**config.mk**
```make
export PLATFORM = sky130hd
export DESIGN_NAME = board_turn_ctrl_flat
export DESIGN_NICKNAME = d
export VERILOG_FILES = /design/src/rtl/board_turn_ctrl_if.sv /design/src/rtl/board_turn_ctrl.sv /design/src/flat_wrapper.sv
export SDC_FILE = /design/constraint.sdc
export NUM_CORES = 1
export LEC_CHECK = 0
export BUFFER_PORTS_ARGS = -buffer_cell sky130_fd_sc_hd__clkbuf_2
export CAP_MARGIN = 15
export CORE_MARGIN = 2
export CORE_UTILIZATION = 35
export CTS_CLUSTER_DIAMETER = 30
export DETAILED_ROUTE_END_ITERATION = 7
export SETUP_SLACK_MARGIN = 0.05
export SKIP_CTS_REPAIR_TIMING = 1
export SLEW_MARGIN = 20
export SYNTH_ARGS = -nofsm -noshare
export SYNTH_HDL_FRONTEND = slang
export SYNTH_SLANG_ARGS = --single-unit
```
**constraint.sdc**
```tcl
create_clock -name clk -period 3.1 [get_ports clk]
set_input_delay 0.775 -clock clk [delete_from_list [all_inputs] [get_ports clk]]
set_output_delay 0.775 -clock clk [all_outputs]
set_load 0.02 [all_outputs]
```
**src/rtl/board_turn_ctrl_if.sv**
```systemverilog
// ---------------------------------------------------------------------------
// board_turn_ctrl_if
//
// Purpose : Bundles the signals between the tic-tac-toe board/turn controller
//           and the surrounding logic: move-request handshake, restart and the
//           checker bus (board cells, side to move, BCD timer digits,
//           gameend feedback, status levels).
//
// Optional: BOARD_UNDO_EN adds the 'undo' request line.
//
// Signals :
//   new_game   -> ctrl  synchronous restart
//   move_valid -> ctrl  single-cycle move request
//   move_pos   -> ctrl  target cell 0..8, row-major
//   gameend    -> ctrl  checker verdict: 00 running, 01 p1 win, 10 p2 win
//   undo       -> ctrl  undo last move (BOARD_UNDO_EN only)
//   b0..b8     <- ctrl  cell state: 00 empty, 01 player 1, 10 player 2
//   whosTurn   <- ctrl  0 = player 1 to move, 1 = player 2 to move
//   tenDigit   <- ctrl  BCD tens of remaining seconds
//   UnitDigit  <- ctrl  BCD units of remaining seconds
//   move_ack   <- ctrl  1-cycle pulse, request accepted
//   move_err   <- ctrl  1-cycle pulse, request rejected
//   draw       <- ctrl  level, board full with no winner
//   over       <- ctrl  level, game frozen
//
// Modports: slave = controller side, master = driver/checker side.
// ---------------------------------------------------------------------------
interface board_turn_ctrl_if;
    logic       new_game;
    logic       move_valid;
    logic [3:0] move_pos;
    logic [1:0] gameend;
`ifdef BOARD_UNDO_EN
    logic       undo;
`endif
    logic [1:0] b0;
    logic [1:0] b1;
    logic [1:0] b2;
    logic [1:0] b3;
    logic [1:0] b4;
    logic [1:0] b5;
    logic [1:0] b6;
    logic [1:0] b7;
    logic [1:0] b8;
    logic       whosTurn;
    logic [3:0] tenDigit;
    logic [3:0] UnitDigit;
    logic       move_ack;
    logic       move_err;
    logic       draw;
    logic       over;

    modport slave (
        input  new_game, move_valid, move_pos, gameend,
`ifdef BOARD_UNDO_EN
        input  undo,
`endif
        output b0, b1, b2, b3, b4, b5, b6, b7, b8,
        output whosTurn, tenDigit, UnitDigit,
        output move_ack, move_err, draw, over
    );

    modport master (
        output new_game, move_valid, move_pos, gameend,
`ifdef BOARD_UNDO_EN
        output undo,
`endif
        input  b0, b1, b2, b3, b4, b5, b6, b7, b8,
        input  whosTurn, tenDigit, UnitDigit,
        input  move_ack, move_err, draw, over
    );
endinterface

```
**src/rtl/board_turn_ctrl.sv**
```systemverilog
// ---------------------------------------------------------------------------
// board_turn_ctrl
//
// Purpose : Upstream stage of the tic-tac-toe game-over checker. Holds the
//           3x3 board, the side-to-move flag and a per-turn BCD countdown.
//           Places marks for legal move requests, and freezes once the
//           checker reports a win or the board fills up.
//
// Parameters:
//   TICK_DIV     clk cycles per timer second
//   TURN_SECONDS per-turn start value (1..99), loaded as two BCD digits
//
// Ports:
//   clk  rising-edge system clock
//   rst  synchronous active-high reset
//   bus  board_turn_ctrl_if.slave (move handshake + checker bus)
//
// Optional feature macro: BOARD_UNDO_EN
//   Adds an undo request and a one-entry last-move register so the most
//   recent move can be taken back while the game is still running.
// ---------------------------------------------------------------------------
module board_turn_ctrl #(
    parameter int TICK_DIV     = 50000000,
    parameter int TURN_SECONDS = 30
) (
    input  logic              clk,
    input  logic              rst,
    board_turn_ctrl_if.slave  bus
);

    localparam int         PW         = (TICK_DIV > 1) ? $clog2(TICK_DIV) : 1;
    localparam logic [PW-1:0] PRESC_LAST = PW'(TICK_DIV - 1);
    localparam logic [3:0] TENS_INIT  = 4'(TURN_SECONDS / 10);
    localparam logic [3:0] UNITS_INIT = 4'(TURN_SECONDS % 10);

    typedef enum logic {PLAY, OVER} state_t;

    state_t        state_q;
    logic [1:0]    board_q [9];
    logic          whosTurn_q;
    logic [3:0]    tens_q;
    logic [3:0]    units_q;
    logic [PW-1:0] presc_q;
    logic          ack_q;
    logic          err_q;
    logic          draw_q;
`ifdef BOARD_UNDO_EN
    logic [3:0]    lastPos_q;
    logic          lastValid_q;
`endif

    logic          boardFull;
    logic          timerZero;
    logic          cellEmpty;
    logic          moveAccept;
    logic          undoReq;
    logic [PW-1:0] presc_d;
    logic [3:0]    tens_d;
    logic [3:0]    units_d;

    // Request decode and free-running timer next-state. The timer value here
    // is what the counter does when nothing else happens this cycle; a move
    // or undo overrides it with a reload. At 00 everything holds so the
    // checker sees a stable timeout.
    always_comb begin
        boardFull = 1'b1;
        for (int i = 0; i < 9; i++) begin
            if (board_q[i] == 2'b00) boardFull = 1'b0;
        end

        timerZero = (tens_q == 4'd0) && (units_q == 4'd0);

        cellEmpty = 1'b0;
        if (bus.move_pos <= 4'd8) cellEmpty = (board_q[bus.move_pos] == 2'b00);

        moveAccept = bus.move_valid && cellEmpty && !timerZero && (bus.gameend == 2'b00);

`ifdef BOARD_UNDO_EN
        undoReq = bus.undo;
`else
        undoReq = 1'b0;
`endif

        presc_d = presc_q;
        tens_d  = tens_q;
        units_d = units_q;
        if (!timerZero) begin
            if (presc_q == PRESC_LAST) begin
                presc_d = '0;
                if (units_q != 4'd0) begin
                    units_d = units_q - 4'd1;
                end else begin
                    units_d = 4'd9;
                    tens_d  = tens_q - 4'd1;
                end
            end else begin
                presc_d = presc_q + PW'(1);
            end
        end
    end

    // Single registered FSM: board, turn, timer, pulses and status levels.
    // Undo outranks a same-cycle move (the move is dropped silently), and an
    // accepted move outranks a same-cycle timer tick.
    always_ff @(posedge clk) begin
        if (rst || bus.new_game) begin
            state_q    <= PLAY;
            for (int i = 0; i < 9; i++) board_q[i] <= 2'b00;
            whosTurn_q <= 1'b0;
            tens_q     <= TENS_INIT;
            units_q    <= UNITS_INIT;
            presc_q    <= '0;
            ack_q      <= 1'b0;
            err_q      <= 1'b0;
            draw_q     <= 1'b0;
`ifdef BOARD_UNDO_EN
            lastPos_q   <= 4'd0;
            lastValid_q <= 1'b0;
`endif
        end else begin
            ack_q <= 1'b0;
            err_q <= 1'b0;
            case (state_q)
                PLAY: begin
                    if (bus.gameend != 2'b00) begin
                        state_q <= OVER;
                    end else if (boardFull) begin
                        state_q <= OVER;
                        draw_q  <= 1'b1;
                    end

`ifdef BOARD_UNDO_EN
                    if (undoReq && lastValid_q) begin
                        board_q[lastPos_q] <= 2'b00;
                        whosTurn_q  <= ~whosTurn_q;
                        tens_q      <= TENS_INIT;
                        units_q     <= UNITS_INIT;
                        presc_q     <= '0;
                        lastValid_q <= 1'b0;
                        ack_q       <= 1'b1;
                    end else
`endif
                    if (moveAccept && !undoReq) begin
                        board_q[bus.move_pos] <= whosTurn_q ? 2'b10 : 2'b01;
                        whosTurn_q <= ~whosTurn_q;
                        tens_q     <= TENS_INIT;
                        units_q    <= UNITS_INIT;
                        presc_q    <= '0;
                        ack_q      <= 1'b1;
`ifdef BOARD_UNDO_EN
                        lastPos_q   <= bus.move_pos;
                        lastValid_q <= 1'b1;
`endif
                    end else begin
                        presc_q <= presc_d;
                        tens_q  <= tens_d;
                        units_q <= units_d;
                        if (undoReq || bus.move_valid) err_q <= 1'b1;
                    end
                end

                OVER: begin
                    if (undoReq || bus.move_valid) err_q <= 1'b1;
                end

                default: state_q <= PLAY;
            endcase
        end
    end

    assign bus.b0        = board_q[0];
    assign bus.b1        = board_q[1];
    assign bus.b2        = board_q[2];
    assign bus.b3        = board_q[3];
    assign bus.b4        = board_q[4];
    assign bus.b5        = board_q[5];
    assign bus.b6        = board_q[6];
    assign bus.b7        = board_q[7];
    assign bus.b8        = board_q[8];
    assign bus.whosTurn  = whosTurn_q;
    assign bus.tenDigit  = tens_q;
    assign bus.UnitDigit = units_q;
    assign bus.move_ack  = ack_q;
    assign bus.move_err  = err_q;
    assign bus.draw      = draw_q;
    assign bus.over      = (state_q == OVER);

endmodule

```
**src/flat_wrapper.sv**
```systemverilog
// flat-port wrapper written by rule: the top's interface ports become plain ports
module board_turn_ctrl_flat 
#(
    parameter int TICK_DIV     = 50000000,
    parameter int TURN_SECONDS = 30
)
  (clk, rst, bus_new_game, bus_move_valid, bus_move_pos, bus_gameend, bus_b0, bus_b1, bus_b2, bus_b3, bus_b4, bus_b5, bus_b6, bus_b7, bus_b8, bus_whosTurn, bus_tenDigit, bus_UnitDigit, bus_move_ack, bus_move_err, bus_draw, bus_over);
  board_turn_ctrl_if bus_i ();
  input  logic clk;
  input  logic rst;
  input wire logic [$bits(bus_i.new_game)-1:0] bus_new_game;
  input wire logic [$bits(bus_i.move_valid)-1:0] bus_move_valid;
  input wire logic [$bits(bus_i.move_pos)-1:0] bus_move_pos;
  input wire logic [$bits(bus_i.gameend)-1:0] bus_gameend;
  output wire logic [$bits(bus_i.b0)-1:0] bus_b0;
  output wire logic [$bits(bus_i.b1)-1:0] bus_b1;
  output wire logic [$bits(bus_i.b2)-1:0] bus_b2;
  output wire logic [$bits(bus_i.b3)-1:0] bus_b3;
  output wire logic [$bits(bus_i.b4)-1:0] bus_b4;
  output wire logic [$bits(bus_i.b5)-1:0] bus_b5;
  output wire logic [$bits(bus_i.b6)-1:0] bus_b6;
  output wire logic [$bits(bus_i.b7)-1:0] bus_b7;
  output wire logic [$bits(bus_i.b8)-1:0] bus_b8;
  output wire logic [$bits(bus_i.whosTurn)-1:0] bus_whosTurn;
  output wire logic [$bits(bus_i.tenDigit)-1:0] bus_tenDigit;
  output wire logic [$bits(bus_i.UnitDigit)-1:0] bus_UnitDigit;
  output wire logic [$bits(bus_i.move_ack)-1:0] bus_move_ack;
  output wire logic [$bits(bus_i.move_err)-1:0] bus_move_err;
  output wire logic [$bits(bus_i.draw)-1:0] bus_draw;
  output wire logic [$bits(bus_i.over)-1:0] bus_over;
  assign bus_i.new_game = bus_new_game;
  assign bus_i.move_valid = bus_move_valid;
  assign bus_i.move_pos = bus_move_pos;
  assign bus_i.gameend = bus_gameend;
  assign bus_b0 = bus_i.b0;
  assign bus_b1 = bus_i.b1;
  assign bus_b2 = bus_i.b2;
  assign bus_b3 = bus_i.b3;
  assign bus_b4 = bus_i.b4;
  assign bus_b5 = bus_i.b5;
  assign bus_b6 = bus_i.b6;
  assign bus_b7 = bus_i.b7;
  assign bus_b8 = bus_i.b8;
  assign bus_whosTurn = bus_i.whosTurn;
  assign bus_tenDigit = bus_i.tenDigit;
  assign bus_UnitDigit = bus_i.UnitDigit;
  assign bus_move_ack = bus_i.move_ack;
  assign bus_move_err = bus_i.move_err;
  assign bus_draw = bus_i.draw;
  assign bus_over = bus_i.over;
  board_turn_ctrl #(.TICK_DIV(TICK_DIV), .TURN_SECONDS(TURN_SECONDS)) u_core (.clk(clk), .rst(rst), .bus(bus_i));
endmodule
```
### After elaboration in Yosys (flattened, before gate mapping)

Memories as Yosys holds them, arrays and structs flattened.
Index checks and enable logic that the tools add are counted.

* add/subtract/negate cells: 3
* $lt $le $gt $ge: 1
* eq/ne operators: 3
* multiplexer cells: 37
* bitwise logic cells: 3
* reductions and logical operators: 28

Operator list (number)
* two-way mux 26 bit: 3
* two-way mux 4 bit: 9
* adder 26 x 1 -> 26 bit (second input constant): 1
* == test 26 bit (second input constant): 1
* logical NOT 2 bit: 11
* two-way mux 1 bit: 22
* logical NOT 4 bit: 2
* subtractor 4 x 1 -> 4 bit (second input constant): 2
* AND reduction 3 bit: 2
* <= comparator 4 bit (second input constant): 1
* logical AND 1 bit: 4
* two-way mux 2 bit: 2
* AND reduction 2 bit: 2
* AND reduction 4 bit: 1
* nonzero test 2 bit: 2
* nonzero test 4 bit: 1
* inverter 1 bit: 3
* inequality test 2 x 1 -> 1 bit (second input constant): 1
* inequality test 2 bit (second input constant): 1
* case mux 1 bit (2 select lines): 1
* OR reduction 2 bit: 1
* logical NOT 1 bit: 1
* logical OR 1 bit: 1

* flip-flop bits (word level): 39
* bits in writable memories: 18
* input port bits: 10
* output and inout port bits: 31
* word-level logic and storage cells: 84
* memories kept: 1

Memories
* u_core.board_q: words 9, width 2, rd ports 10, clocked after Yosys merged registers in 0, wr ports 9, RTL line board_turn_ctrl.sv:39 `logic [1:0] board_q [9];`

### Longest topological paths before layout

An unclocked memory read counts as a cell.

* depth after elaboration: 14
* depth in mapped cells: 10
* mapped depth without buffers: 8

### Worst setup path after synthesis

OpenSTA, ideal clock, no wires.

* path kind: input -> register
* from: in bus_move_pos[1]
* to: mem u_core.board_q[3][0], enable pin
* arrival time: 2380 ps
* setup slack: 392 ps
* cell stages on the path: 8
* cells stage by stage: clkbuf_1 > nor4b_1 > a211o_1 > a31o_2 > and4_1 > clkbuf_1 > nand3_1 > o21ai_0

RTL lines
* from (decl): RTL line flat_wrapper.sv:13 `input wire logic [$bits(bus_i.move_pos)-1:0] bus_move_pos;`
* to (decl): RTL line board_turn_ctrl.sv:39

==> flow_summary.yaml <==
logic_synthesis:
  syn-cell-area_mm2: 0.00301
  post_synth_and_or_nand_nor_area_fraction_pct: 29.9
  synth-compound-area-share_pct: 8.57
  netlist_instances: 329
  yosys.area.top_type_share_pct: 25.9
  synth_area_leader_cell: "sky130_fd_sc_hd__dfxtp_1"
  yosysUniqueCellTypes: 47
  share_of_async_settable_or_async_resettable_flops_after_synthesis_pct: 0
  ys_ff_latch: 61
  synth_edf_count: 22
  synth_top_cells_by_count: "sky130_fd_sc_hd__nor2_1 (43), sky130_fd_sc_hd__nor3_1 (43), sky130_fd_sc_hd__dfxtp_1 (39)"
  synth_flop_cell: "sky130_fd_sc_hd__dfxtp_1"
  synth-warning-count: 0
  synth_seq_area_share_pct: 47.9
  synthAdderAreaFrac_pct: 1.66
  post_synth_main_area_contributors: "sky130_fd_sc_hd__dfxtp_1 (26%), sky130_fd_sc_hd__edfxtp_1 (22%), sky130_fd_sc_hd__nor3_1 (7.2%), sky130_fd_sc_hd__xnor2_1 (5.8%), sky130_fd_sc_hd__nor2_1 (5.4%)"
  synth_xor_xnor_area_share_pct: 8.15
  muxShareOfSynthArea_pct: 0.333
  dominant_combinational_cell_family_by_area_after_synthesis: "simple AND/OR/NAND/NOR gates"
  syn_avg_cell_area_um2: 9.15
critical_path:
  timing_worst_setup_path_type: "reg2reg"
  kind_of_start_point_of_the_critical_path: "register"
  required_ns: 3.10
  cp-startpoint: "u_core.bus.UnitDigit[0]$_SDFFE_PP0P_"
  rr_endpoint: "u_core.board_q[5][0]$_SDFFCE_PN0P_"
  timing.reg2reg.setup_slack_ns: 0.40
  crit_fanout: 7
  reg2regPathDepth: 9
  setup.worst_path.end_class: "register"
  cp.arrival_ns: 2.69
  r2r-start: "u_core.bus.UnitDigit[0]$_SDFFE_PP0P_"
global_routing:
  grt_pass1_vias: 2465
  grt_first_pass_wirelength_um: 11900
  track_usage_pct: 15.5
  initial_antenna_violation_count: 0
  pin_count_of_the_biggest_net_entering_global_routing: 31
  overflow: 0
drt:
  dr.first_iter.drc_count: 168
  antenna_left: 0
  num_vias: 2594
  firstDrtPassIters: 5
  detailroute.wirelength.met3_um: 299
  m1_wire_length_um: 3340
  met2_wirelength_um: 3230
  finalWirelength_um: 6970
  highest-signal-layer: "met4"
  viasPerCell: 5.33
  detail_route.drc_violations: 0
  wl_per_cell_um: 14.3
min_path:
  terminating_pin_of_the_worst_hold_path: "u_core.presc_q[6]$_SDFFE_PP0P_"
  hold_path.class: "reg2reg"
  timing.hold.worst_path_depth: 2
  hold_path_startpoint: "u_core.presc_q[6]$_SDFFE_PP0P_"
sta:
  worst_pin_slew_ns: 0.575
  final_max_slew_viol_count: 0
  fin_crit_sh_pct: 87.0
  final-setup-viol-count: 0
  min_period_ns: 2.70
  final.setup_skew_ns: 0.00819
  fin_tns_setup_ns: 0
  worst_slew_margin_rel_pct: 61.6
  rsz0062_at_grt: "false"
  total_count_of_hold_check_failures_in_the_final_report: 0
  fmaxAchievable_mhz: 371
clock_network:
  clkSinkCount: 61
  cts_tree: "yes"
  clock_tree.buffer_depth: 2
  cts.reportedPaths.clkPinSlew_ns: 0.07
  cts-buffers-inserted: 9
  cts-root-buf: "sky130_fd_sc_hd__clkbuf_8"
  cts_h_tree_lvls: 3
  clock_insertion_delay_worst_skew_ns: 0.34
finish:
  drive_above_1_share_pct: 18.3
  final_design_area_no_fill_mm2: 0.00356
  area.growth.synth_to_final_pct: 18.4
  final-seq-area_mm2: 0.00144
  fillCellCount: 831
  final_nets: 391
  area_used_by_multi_input_combinational_logic_mm2: 0.00148
  antenna-diode-count: 0
place:
  port_buffers: 40
  routability_cong: 0.815
  dp.final_hpwl_um: 5070
  placed_cell_area_mm2: 0.00336
run:
  cap_viol_max_count: 0
status:
  status: "complete, no violations"
floorplan:
  fp.dieArea_mm2: 0.00935
  placeableCoreArea_mm2: 0.00826
  core.rowCount: 33
  dieWidth_um: 96.7
  floorplan.initialDensity_pct: 36.4
  chipHeight_um: 96.7
  boundaryPins: 41
pwr:
  worst_ir_drop_vdd_mv: 0.208
  fin_total_pwr_uw: 1680
  pwr_density_cell_mw_per_mm2: 470
  leakage_uw: 0.00125
-- logic make-up (layout without fill, tap and decap cells) --
logic type	count (synthesis)	after routing
adders and majority gates	4	4
muxes	1	1
xor gates and xnor gates	28	28
other	1	4
and+or+nand+nor	175	175
buffers and inverters	24	74
DFF	61	61
AOI/OAI and AO/OA	35	35
-- area by class of cell --
class                      count  share of cell area, %
timing repair buffer          47                   7.45
clock buffer                  13                   5.34
multi-input combinational    247                   41.5
inverter                      11                   1.16
tap                          105                   3.69
clock inverter                 3                  0.421
sequential                    61                   40.5
-- where the power goes --
part,leakage (uW),switching (uW),internal (uW)
sequential,0.000550,11.2,842
clock,0.000110,309,400
combinational,0.000585,75.8,37.0
total,0.00125,396,1280
-- per-layer routing --
layer / global-route usage (%) / up-vias
met5: 0 / -
met4: 7.48 / 0
met3: 3.83 / 8
met2: 23.7 / 67
met1: 20.6 / 1236
li1: - / 1283
-- layout by cell type (no fill, tap or decap), drive strengths merged, types with 2 or more instances in the layout --
| cell type | n |
|---|---|
| xor2 | 8 |
| edfxtp | 22 |
| o22ai | 2 |
| o21ai | 13 |
| or2 | 3 |
| nor3 | 43 |
| nand3b | 3 |
| nor3b | 2 |
| conb | 4 |
| nor2 | 43 |
| nand4 | 11 |
| inv | 11 |
| and4 | 6 |
| nand2 | 23 |
| and3 | 5 |
| nor2b | 2 |
| or3 | 6 |
| ha | 4 |
| buf | 7 |
| nor4 | 7 |
| clkinv | 3 |
| a211o | 2 |
| xnor2 | 20 |
| nor4b | 4 |
| nand3 | 12 |
| dfxtp | 39 |
| a21oi | 6 |
| clkbuf | 53 |
-- registers in the layout, summed over array words and instances, names as in the netlist --
register / flops
u_core.bus.move_err: 1
u_core.bus.draw: 1
u_core.bus.move_ack: 1
u_core.bus.over: 1
u_core.bus.UnitDigit: 4
u_core.board_q: 22
u_core.presc_q: 26
u_core.bus.whosTurn: 1
u_core.bus.tenDigit: 4
-- worst max-delay path, stage by stage (launching register included) --
cell and delay (ns):
sky130_fd_sc_hd__dfxtp_1 0.38, sky130_fd_sc_hd__inv_1 0.08, sky130_fd_sc_hd__ha_1 0.24, sky130_fd_sc_hd__nor3b_1 0.15
sky130_fd_sc_hd__buf_4 0.17, sky130_fd_sc_hd__a21boi_0 0.24, sky130_fd_sc_hd__o211a_1 0.24, sky130_fd_sc_hd__and4_1 0.27
sky130_fd_sc_hd__nand3b_1 0.23, sky130_fd_sc_hd__o21ai_0 0.38
-- stage by stage --
stage	std cells	utilization (%)	hold slack [ns]	worst slack [ns]
finish	487	43.1	0.520	0.404
global route	487	43.1	0.559	0.192
CTS	487	43.1	0.527	0.371
detailed placement	471	40.7	0.510	0.195
global placement	471	40.7	0.490	0.323
floorplan	332	-	0.476	0.392
-- how the worst max path moves through the flow --
stage,cells after the start,end,slack (ns)
finish,9,u_core.board_q[5][0]$_SDFFCE_PN0P_,0.40
global route,9,u_core.board_q[5][1]$_SDFFCE_PN0P_,0.19
CTS,9,u_core.board_q[5][0]$_SDFFCE_PN0P_,0.37
detailed placement,7,u_core.board_q[5][0]$_SDFFCE_PN0P_,0.20
global placement,7,u_core.board_q[7][0]$_SDFFCE_PN0P_,0.32
floorplan,8,u_core.board_q[3][0]$_SDFFCE_PN0P_,0.39
(Power assumes the default switching activity.)
